**src/rtl/prg_mmu_banked.sv**
```systemverilog
// Banked PRG mapper: splits CPU $8000-$FFFF into NUM_WIN windows, each mapped by an 8-bit bank register.
// Register writes are committed in the SYSCLK domain from a synchronised M2, behind a two-byte unlock key.
module prg_mmu_banked #(
    parameter int unsigned NUM_WIN   = 8,
    parameter int unsigned BANK_W    = 7,
    parameter logic [14:0] REG_BASE  = 15'h4020,
    parameter int unsigned FIXED_TOP = 1,
    parameter logic [7:0]  KEY0      = 8'hA5,
    parameter logic [7:0]  KEY1      = 8'h5A
) (
    input  logic              SYSCLK,
    input  logic              RESET,
    input  logic              M2,
    input  logic              nROMSEL,
    input  logic [14:0]       CPU_A,
    input  logic [7:0]        CPU_D,
    input  logic              CPU_RW,
    output logic [7:0]        CPU_DO,
    output logic              CPU_DOE,
    output logic [BANK_W-1:0] MMU_A,
    output logic              PRG_ROM_nCE,
    output logic              PRG_RAM_nCE,
    output logic              UNLOCKED
);

    localparam int unsigned      IDX_W    = $clog2(NUM_WIN);
    localparam logic [IDX_W-1:0] TOP_IDX  = IDX_W'(NUM_WIN - 1);
    localparam logic [14:0]      CTRL_OFF = 15'(NUM_WIN);

    localparam logic [1:0] ST_LOCKED   = 2'd0;
    localparam logic [1:0] ST_KEY_WAIT = 2'd1;
    localparam logic [1:0] ST_OPEN     = 2'd2;

    // Reset bank for window i: the top 32KB of ROM, modulo the bank space.
    function automatic logic [7:0] win_rst(input int unsigned i);
        int unsigned v;
        v = (32'd1 << BANK_W) - NUM_WIN + i;
        return 8'(v & ((32'd1 << BANK_W) - 32'd1));
    endfunction

    logic        m2_meta;
    logic        m2_s;
    logic        m2_s_d;
    logic [14:0] cap_a;
    logic [7:0]  cap_d;
    logic        cap_rw;
    logic        cap_romsel;
    logic        commit;
    logic [1:0]  state_q;
    logic [1:0]  state_d;
    logic [7:0]  win_q [NUM_WIN];

    // M2 synchroniser, bus capture while M2 is high, one-cycle commit on M2 fall
    always_ff @(posedge SYSCLK) begin
        if (RESET) begin
            m2_meta    <= 1'b0;
            m2_s       <= 1'b0;
            m2_s_d     <= 1'b0;
            cap_a      <= '0;
            cap_d      <= '0;
            cap_rw     <= 1'b0;
            cap_romsel <= 1'b0;
            commit     <= 1'b0;
        end else begin
            m2_meta <= M2;
            m2_s    <= m2_meta;
            m2_s_d  <= m2_s;
            if (m2_s) begin
                cap_a      <= CPU_A;
                cap_d      <= CPU_D;
                cap_rw     <= CPU_RW;
                cap_romsel <= nROMSEL;
            end
            commit <= m2_s_d && !m2_s && !cap_rw && cap_romsel;
        end
    end

    logic [14:0]      wr_off;
    logic             wr_win;
    logic             wr_ctrl;
    logic [IDX_W-1:0] wr_idx;
    logic             win_we;

    assign wr_off  = cap_a - REG_BASE;
    assign wr_win  = wr_off < CTRL_OFF;
    assign wr_ctrl = wr_off == CTRL_OFF;
    assign wr_idx  = wr_off[IDX_W-1:0];

    always_ff @(posedge SYSCLK) begin
        if (RESET) begin
            state_q <= ST_LOCKED;
        end else begin
            state_q <= state_d;
        end
    end

    // Unlock key sequence; a window write between the two key bytes aborts it
    always_comb begin
        state_d = state_q;
        if (commit) begin
            case (state_q)
                ST_LOCKED: begin
                    if (wr_ctrl && cap_d == KEY0) state_d = ST_KEY_WAIT;
                end
                ST_KEY_WAIT: begin
                    if (wr_ctrl) state_d = (cap_d == KEY1) ? ST_OPEN : ST_LOCKED;
                    else if (wr_win) state_d = ST_LOCKED;
                end
                ST_OPEN: begin
                    if (wr_ctrl && cap_d == 8'h00) state_d = ST_LOCKED;
                end
                default: state_d = ST_LOCKED;
            endcase
        end
    end

    assign UNLOCKED = (state_q == ST_OPEN);
    assign win_we   = commit && (state_q == ST_OPEN) && wr_win &&
                      !(FIXED_TOP != 32'd0 && wr_idx == TOP_IDX);

    always_ff @(posedge SYSCLK) begin
        if (RESET) begin
            for (int unsigned i = 0; i < NUM_WIN; i++) win_q[i] <= win_rst(i);
        end else if (win_we) begin
            win_q[wr_idx] <= cap_d;
        end
    end

    // Zero-latency ROM-space decode; the vector window is presented while nROMSEL is high
    logic [IDX_W-1:0] rom_idx;
    logic [7:0]       rom_win;

    assign rom_idx     = nROMSEL ? TOP_IDX : CPU_A[14 -: IDX_W];
    assign rom_win     = win_q[rom_idx];
    assign MMU_A       = rom_win[BANK_W-1:0];
    assign PRG_ROM_nCE = !(M2 && !nROMSEL && !rom_win[7]);
    assign PRG_RAM_nCE = !(M2 && !nROMSEL && rom_win[7]);

    logic [14:0] rd_off;

    assign rd_off  = CPU_A - REG_BASE;
    assign CPU_DOE = M2 && nROMSEL && CPU_RW && UNLOCKED && (rd_off <= CTRL_OFF);

    always_comb begin
        CPU_DO = 8'h00;
        if (CPU_DOE) begin
            if (rd_off == CTRL_OFF) CPU_DO = {7'b0, UNLOCKED};
            else                    CPU_DO = win_q[rd_off[IDX_W-1:0]];
        end
    end

endmodule

```
**config.mk**
```make
export PLATFORM = sky130hd
export DESIGN_NAME = prg_mmu_banked
export DESIGN_NICKNAME = d
export VERILOG_FILES = /design/src/rtl/prg_mmu_banked.sv
export SDC_FILE = /design/constraint.sdc
export NUM_CORES = 1
export LEC_CHECK = 0
export CORE_MARGIN = 2
export CORE_UTILIZATION = 64
export DETAILED_ROUTE_END_ITERATION = 10
export DONT_BUFFER_PORTS = 1
export GPL_TIMING_DRIVEN = 0
export MAX_ROUTING_LAYER = met4
export PLACE_DENSITY = 0.8
export SLEW_MARGIN = 20
export SYNTH_ARGS = -nofsm -noshare
export SYNTH_HDL_FRONTEND = slang
export SYNTH_SLANG_ARGS = --single-unit
```
**constraint.sdc**
```tcl
create_clock -name SYSCLK -period 3 [get_ports SYSCLK]
set_clock_uncertainty 0.05 [all_clocks]
set_input_delay 0.3 -clock SYSCLK [delete_from_list [all_inputs] [get_ports SYSCLK]]
set_output_delay 0.3 -clock SYSCLK [all_outputs]
set_load 0.05 [all_outputs]
```
* Yosys cells after proc, flatten, opt, wreduce, memory -nomap -nowiden *
Memories as Yosys holds them, arrays and structs flattened.
Cells that the tools add are included.

operators by class
  add/subtract/negate cells = 2
  order comparisons = 2
  eq/ne operators = 10
  mux-type cells = 17
  reduce and logical (&&, ||, !) cells = 26

operators by type and width
  kind                                                                               number
  15-bit by 4-bit equality test with 1-bit output, second input constant             2
  15-bit subtractor, second input constant                                           2
  8-bit two-way mux                                                                  3
  15-bit by 4-bit less-or-equal comparator with 1-bit output, second input constant  1
  1-bit logical AND                                                                  15
  15-bit by 4-bit < comparator with 1-bit output, second input constant              1
  2-bit two-way mux                                                                  5
  8-bit by 7-bit equality test with 1-bit output, second input constant              1
  8-bit equality test, second input constant                                         1
  8-bit logical NOT                                                                  1
  8-bit OR reduction                                                                 1
  1-bit logical NOT                                                                  7
  1-bit two-way mux                                                                  6
  3-bit two-way mux                                                                  2
  2-bit case mux with 3 select lines                                                 1
  4-bit AND reduction                                                                1
  3-bit equality test, second input constant                                         1
  3-bit != test, second input constant                                               1
  2-bit by 1-bit equality test with 1-bit output, second input constant              1
  2-bit equality test, second input constant                                         1
  2-bit logical NOT                                                                  1
  2-bit by 1-bit != test with 1-bit output, second input constant                    1
  2-bit != test, second input constant                                               1

storage, ports and cells
  flip-flop bits (word level) = 31
  memory bits (writable) = 64
  bits of input ports = 28
  output and inout bits = 19
  memories = 1

memories
  memory  words  width  rd ports  clocked after Yosys merged registers in  write ports  line  RTL
  win_q   8      8      2         0                                        8            51    logic [7:0] win_q [NUM_WIN];

* Depth between registers and ports, before layout *
Gate-level depths: netlist (run 1).

  depth after elaboration = 9
  gate-level depth with buffers = 9

* Worst setup path before layout (run 1) *
OpenSTA, ideal clock, no wires.

  kind = register to output
  from = reg state_q[1]
  to = out CPU_DO[1]
  data arrival time = 2.651 ns
  data required time = 2.650 ns
  slack = -0.001 ns
  stages on the path, launching flop included = 6
  buffers on the path = 0
  cell sequence = dfxtp_1 > nor2b_1 > nand2_1 > nor4_1 > o2111ai_1 > nor2_1

on the way
  word-level cells in the longest chain between the ends = 4

ends and longest elaborated chain
  item                            line  RTL
  from (decl)                     49    logic [1:0] state_q;
  from (signal assigned)          93    state_q <= state_d;
  2-bit equality test             117   assign UNLOCKED = (state_q == ST_OPEN);
  named net UNLOCKED              23    output logic UNLOCKED
  1-bit logical AND (2 in a row)  142   assign CPU_DOE = M2 && nROMSEL && CPU_RW && UNLOCKED && (rd_off <= CTRL_OFF);
  8-bit two-way mux               146   if (CPU_DOE) begin
  to (decl)                       18    output logic [7:0] CPU_DO,

The timed path passes the listed nets, and every way through them passes these cells.

* Final worst setup path (run 1) *
  from = reg state_q[1]
  to = out CPU_DO[0]

on the way
  word-level cells in the longest chain between the ends = 4
  elaborated cells between the ends (all ways) = 5
  those cells by class = 1 x eq/ne; 2 x mux; 2 x reduce/logical

ends and longest elaborated chain
  item                            line
  2-bit equality test (*)         117
  named net UNLOCKED              23
  1-bit logical AND (2 in a row)  142
  8-bit two-way mux (*)           146

Mark *: on every way through the listed nets, which the timed path passes. The rest lies on a longest branch.

==> metrics, run 1 <==
Post-Syn Instances 467; post-route non-filler standard cell count 595; Clock Path Buffers 2; overall power 2.66 mW; Pre-Repair DR Iteration Count 5; reg2reg start cap_a[7]; Slew Limit Fails 0; Post-synth EDFFs 64; Final Hold Vio Count 0; post-synth top area cell edfxtp_1; Antenna Nets Post-Route 0; Achievable Freq 336 MHz; Max FO, Critical Path 5; PwrDens 462 nW/um^2; Final Util 0.711; root buffer cell clkbuf_8; Post-route DRC 0; Die H 94.9 um; Final #Nets 517; cts hold-fix bufs 0; hold slack slightly above 0.03 ns; WS Path Type flop to primary output; Overflow after GRT 0; min-delay src CPU_D[5]; min Tclk post-route 2.98 ns; vias per cell 7.03; clk sinks 95; clk_lat worst skew 0.36 ns; largest net degree at the start of global routing 17; most numerous cell in the Yosys netlist nor2_1; post-synthesis sequential area ratio 0.481; YS warnings 0; Layout area overhead 8.80%; # setup viols final 0; Post-synth top cells nor2_1 (68), edfxtp_1 (64), nand4_1 (49); leakage power 1.87 nW; area occupied by multi-input gates 2660 sq um; die area 9010 sq um; Worst-path clk slew 0.10 ns; Final period util 0.992; RSZ-0062 raised after global routing yes; top post-synthesis cells by area edfxtp_1 (36%), dfxtp_1 (12%), mux4_2 (11%); Ant. Diodes 0; CP Launch Type flop; routability congestion estimate 0.907; Core ar. 8090 sq um; status completed; Min-Delay Path Class primary input to flop; Die X 94.9 um; FILL cells 584; wire length per cell 23.7 um; DR iter-0 viols ~520; Routed WL 14.1 mm; number of global-route vias before repair 4021; Top Ports 47; FFs w/ async S/R, synth 0; worst-margin pin slew between 0.8 and 0.9 ns; Max VDD drop 0.000336 V; data required time of the worst path 2.65 ns; placed insts 578; syn_area_per_cell 11.3 sq um; H-Tree Depth 3; IO buf count 0; synthesized area 5290 sq um; initial antenna violation count 0; Synth Flop Type edfxtp_1; Inserted Clock Buffers 9; Initial Utilization 0.653; Max-cap violations 0; CTS tree yes; via count 4180; first-pass GRT wire length between 20 and 25 mm; Final HPWL DP around 10 mm; FP Rows 33; CP Capture Type primary output; Critical path origin state_q[1]; share of the synthesized area in the top cell type 0.363; Total GRT Usage 0.341; Yosys cell types 59; share of post-route cells with drive strength above 1 0.157; post-synthesis register bit count 95; relative slew slack 0.437; Setup TNS 0 ns; sequential cell area 2540 sq um; Arr. time, crit path around 2.6 ns
==> sequential cells by signal, summed over array words and instances (netlist names), 2 cells and up <==
name	count
state_q	2
cap_d	8
win_q	64
cap_a	15
==> logic make-up (layout without fill, tap and decap cells) <==
family                   count (synthesis)  count (layout)  synth area share
XOR/XNOR                                 2               2           0.00331
flip-flops                              95              95             0.481
buffers and inverters                   53              70            0.0428
adder cells (fa/ha/maj)                  4               4           0.00947
multiplexers                            59              59             0.171
AO/OA/AOI/OAI                           56              56            0.0823
AND/OR/NAND/NOR                        196             196             0.208
other                                    2               8           0.00142
==> timing repair <==
action,CTS,global route
resized for setup,24,6
pin swaps,3,5
endpoints found under the setup margin,33,33
buffers inserted,0,1
==> area by class of cell <==
class,count,area share
multi-input cells,325,0.462
flip-flops and latches,95,0.442
plain buffers,44,0.0337
well taps,105,0.0228
clock buffers,10,0.0222
clock inverters,6,0.00761
inverters,9,0.00587
repair buffers,1,0.00348
==> worst paths after layout <==
| kind | depth (start not counted) | slack (ns) | end |
|---|---|---|---|
| max | 5 | 0.02 | CPU_DO[0] |
| max reg2reg | 6 | 0.10 | win_q[3][3] |
| min reg2reg | 1 | 0.38 | commit |
| min | 2 | 0.03 | cap_d[5] |
==> worst max-delay path, cell delays in order (launching register included) <==
cell,delay (ns)
dfxtp_1,0.42
nor2b_4,0.46
nand2_1,0.12
nor4_2,0.48
o211ai_1,0.25
a21oi_2,0.53
==> power by group <==
| group | switching (mW) | internal [mW] | leakage (nW) |
|---|---|---|---|
| clock network | 0.465 | 0.308 | 0.0875 |
| logic | 0.231 | 0.140 | 0.902 |
| registers | 0.0563 | 1.46 | 0.884 |
==> placed cells by master (no fill, tap or decap), drive strengths merged, types with 2 or more instances in the layout <==
cell    instances
and2            5
o21ai           3
o31a            2
a21o           11
mux2            2
nand4          49
clkbuf         37
nor2           68
or2             4
conb            8
dfxtp          31
or3             3
inv            12
a221oi          7
mux2i          32
nor4b           4
a211oi          7
buf            18
nand3           3
or4             3
a21oi           5
nor2b           8
nand2b          8
nor4           18
a22oi           8
clkinv          2
nand3b          3
nand2           6
a41o            3
mux4           25
o31ai           2
xor2            2
edfxtp         64
ha              4
nor3            7
==> per-layer routing <==
layer  routed length, um  vias up  global-route usage
met1                5480     1999               0.479
met5                   0        -                   -
met2                6530      301               0.498
met4                 259        0               0.106
li1                    -     1852                   -
met3                1840       28              0.0774
==> per-stage QoR <==
stage | setup slack, ns | area, sq um
4_1_cts | 0.000708 | 5710
5_1_grt | -0.100 | 5750
2_1_floorplan | 0.296 | 5310
3_3_place_gp | -0.215 | 5440
3_5_place_dp | -0.276 | 5440
6_report | 0.0246 | 5750
No activity file was read; power rests on OpenSTA's default activity.
==> run 2, diff against run 1 <==
CORE_ASPECT_RATIO = 1.1   (was not set)
CORE_UTILIZATION = 65   (was 64)
PLACE_DENSITY = 0.81   (was 0.8)
REMOVE_ABC_BUFFERS = 1   (was not set)
clock period = 3.86 ns   (was 3 ns; I/O delays follow)
==> run 2 against run 1 <==
Final cell count is 6.6% lower. Critical endpoint is now CPU_DO[5]. Via count decreased by 4.4%. Sequential share of layout area grew 2.1 points. Core utilization is 1.7 points lower. Worst setup slack improved by 0.36 ns. Non-clock buffer count shrank 42. Register-to-register slack improved by 0.30 ns. Power shrank 25%. Critical path type unchanged. Clock power fell by 25%. Critical path depth stayed put. Combinational power is 34% lower.
==> metrics, run 2 (synthesized netlist as in run 1, its figures left out) <==
status completed; Antenna Nets Post-Route 0; post-route non-filler standard cell count 556; placed inst area 5290 sq um; CP Launch Type flop; cell area after layout 5490 sq um; commonest non-fill, non-tap cell in the layout edfxtp_1; Final period util 0.901; Slew Limit Fails 0; wire length per cell approximately 24 um; Max VDD drop between 0.0003 and 0.0004 V; Min-Delay Path Class primary input to flop; via count 3998; DR iter-0 viols 514; Layout area overhead 3.83%; dpl ws 0.268 ns; leakage power around 1.8 nW; most flop-heavy register win_q; clk sinks 95; Core ar. 7910 sq um; Most Used Layer, Global Route met2; clk_lat worst skew about 0.37 ns; relative slew slack 0.250; Overflow after GRT 0; worst-margin pin slew 1.12 ns; Die X ~90 um; Top Ports 47; Inserted Clock Buffers 9; Setup TNS 0 ns; reg2reg start cap_a[7]; WS Path Type flop to primary output; Critical path origin state_q[1]; PnR worst setup slack 0.383 ns; initial antenna violation count 0; switching power 0.534 mW; data required time of the worst path 3.42 ns; Worst-path clk slew approximately 0.090 ns; Combinational Power Share 0.123; IO buf count 0; share of post-route cells with drive strength above 1 0.147; min-delay src RESET; Arr. time, crit path slightly above 3 ns; FP Rows 34; # setup viols final 0; Routed WL 13.4 mm; Total GRT Usage 0.319; root buffer cell clkbuf_8; H-Tree Depth 3; Max FO, Critical Path 7; Final HPWL DP ~8.7 mm; Initial Utilization 0.668; min Tclk post-route 3.48 ns; Achievable Freq roughly 290 MHz; placed insts 540; cts hold-fix bufs 0; largest net degree at the start of global routing 48; first-pass GRT wire length 20.7 mm; CTS tree yes; die area 8870 sq um; Max-cap violations 0; clock share of power 0.289; Post-route DRC 0; Pre-Repair DR Iteration Count 6; GRT met3 Usage 0.0604; Die H 98.6 um; Ant. Diodes 0; met2 usage 0.502; Seq pwr share 0.588; Final #Nets 475; CP Capture Type primary output; PwrDens 364 nW/um^2; routability congestion estimate 0.854; RSZ-0062 raised after global routing no; biggest regs win_q (64), cap_a (15), cap_d (8); Clock Path Buffers 2; Net Sw Frac 0.268; vias per cell 7.19; most frequent cells in the layout edfxtp_1 (64), nor2_1 (61), nand4_1 (49); GR Layer Usage met1 0.398; Largest register FFs 64; internal power 1.46 mW; number of global-route vias before repair 3841; Final Hold Vio Count 0
-- run 2: cell types whose count changed in the layout (fill, tap and decap cells not counted), moves of 3 or more --
cell        previous run  this run
clkbuf_1              27         1
nor2_2                 1         6
a21o_4                 3         0
inv_6                  3         0
a21o_1                 8        11
clkinvlp_4             1         4
buf_1                 10         0
nor2_4                 7         1
-- run 2: worst paths after layout --
path | end | slack (ns) | cells past startpoint
max | CPU_DO[5] | 0.38 | 5
min | cap_d[3] | 0.03 | 1
min reg2reg | commit | 0.38 | 1
max reg2reg | win_q[1][2] | 0.40 | 5
-- run 2: repair_timing --
item / CTS / global route
buffers inserted: 0 / 0
gates cloned: 0 / 0
endpoints found under the setup margin: 7 / 30
resized for setup: 1 / 10
-- run 2: worst max-delay path: stages, from the launching register on --
cell	delay [ns]
dfxtp_1	0.43
nor2b_4	0.46
nand2_1	0.11
nor4_1	0.51
o2111ai_2	0.53
nor2_2	0.62
-- run 2: power groups by stage --
stage | clock network (mW) | logic (mW) | registers (mW)
2_1_floorplan | 0 | 0.202 | 1.18
3_3_place_gp | 0 | 0.233 | 1.19
3_5_place_dp | 0 | 0.239 | 1.19
4_1_cts | 0.575 | 0.240 | 1.17
5_1_grt | 0.605 | 0.259 | 1.18
6_report | 0.577 | 0.246 | 1.17
-- run 2: final cells by class --
cell class	instances	area, sq um
Sequential cell	95	2540
Multi-Input combinational cell	325	2590
Fill cell	581	2420
Timing Repair Buffer	3	22.5
Clock buffer	10	128
Inverter	9	33.8
Clock inverter	6	37.5
Tap cell	108	135
-- run 2: per-layer routing --
metal | part of all wire | up-vias
met4 | 0.035 | 0
met2 | 0.49 | 233
met1 | 0.38 | 1951
li1 | - | 1770
met5 | 0 | -
met3 | 0.091 | 44
-- run 2: stage by stage --
| stage | utilization | power (mW) | hold WS (ns) |
|---|---|---|---|
| floorplan | - | 1.38 | 0.346 |
| global placement | 0.664 | 1.42 | 0.358 |
| detailed placement | 0.668 | 1.43 | 0.371 |
| CTS | 0.689 | 1.99 | 0.0210 |
| global route | 0.694 | 2.04 | 0.0194 |
| finish | 0.694 | 2.00 | 0.0308 |
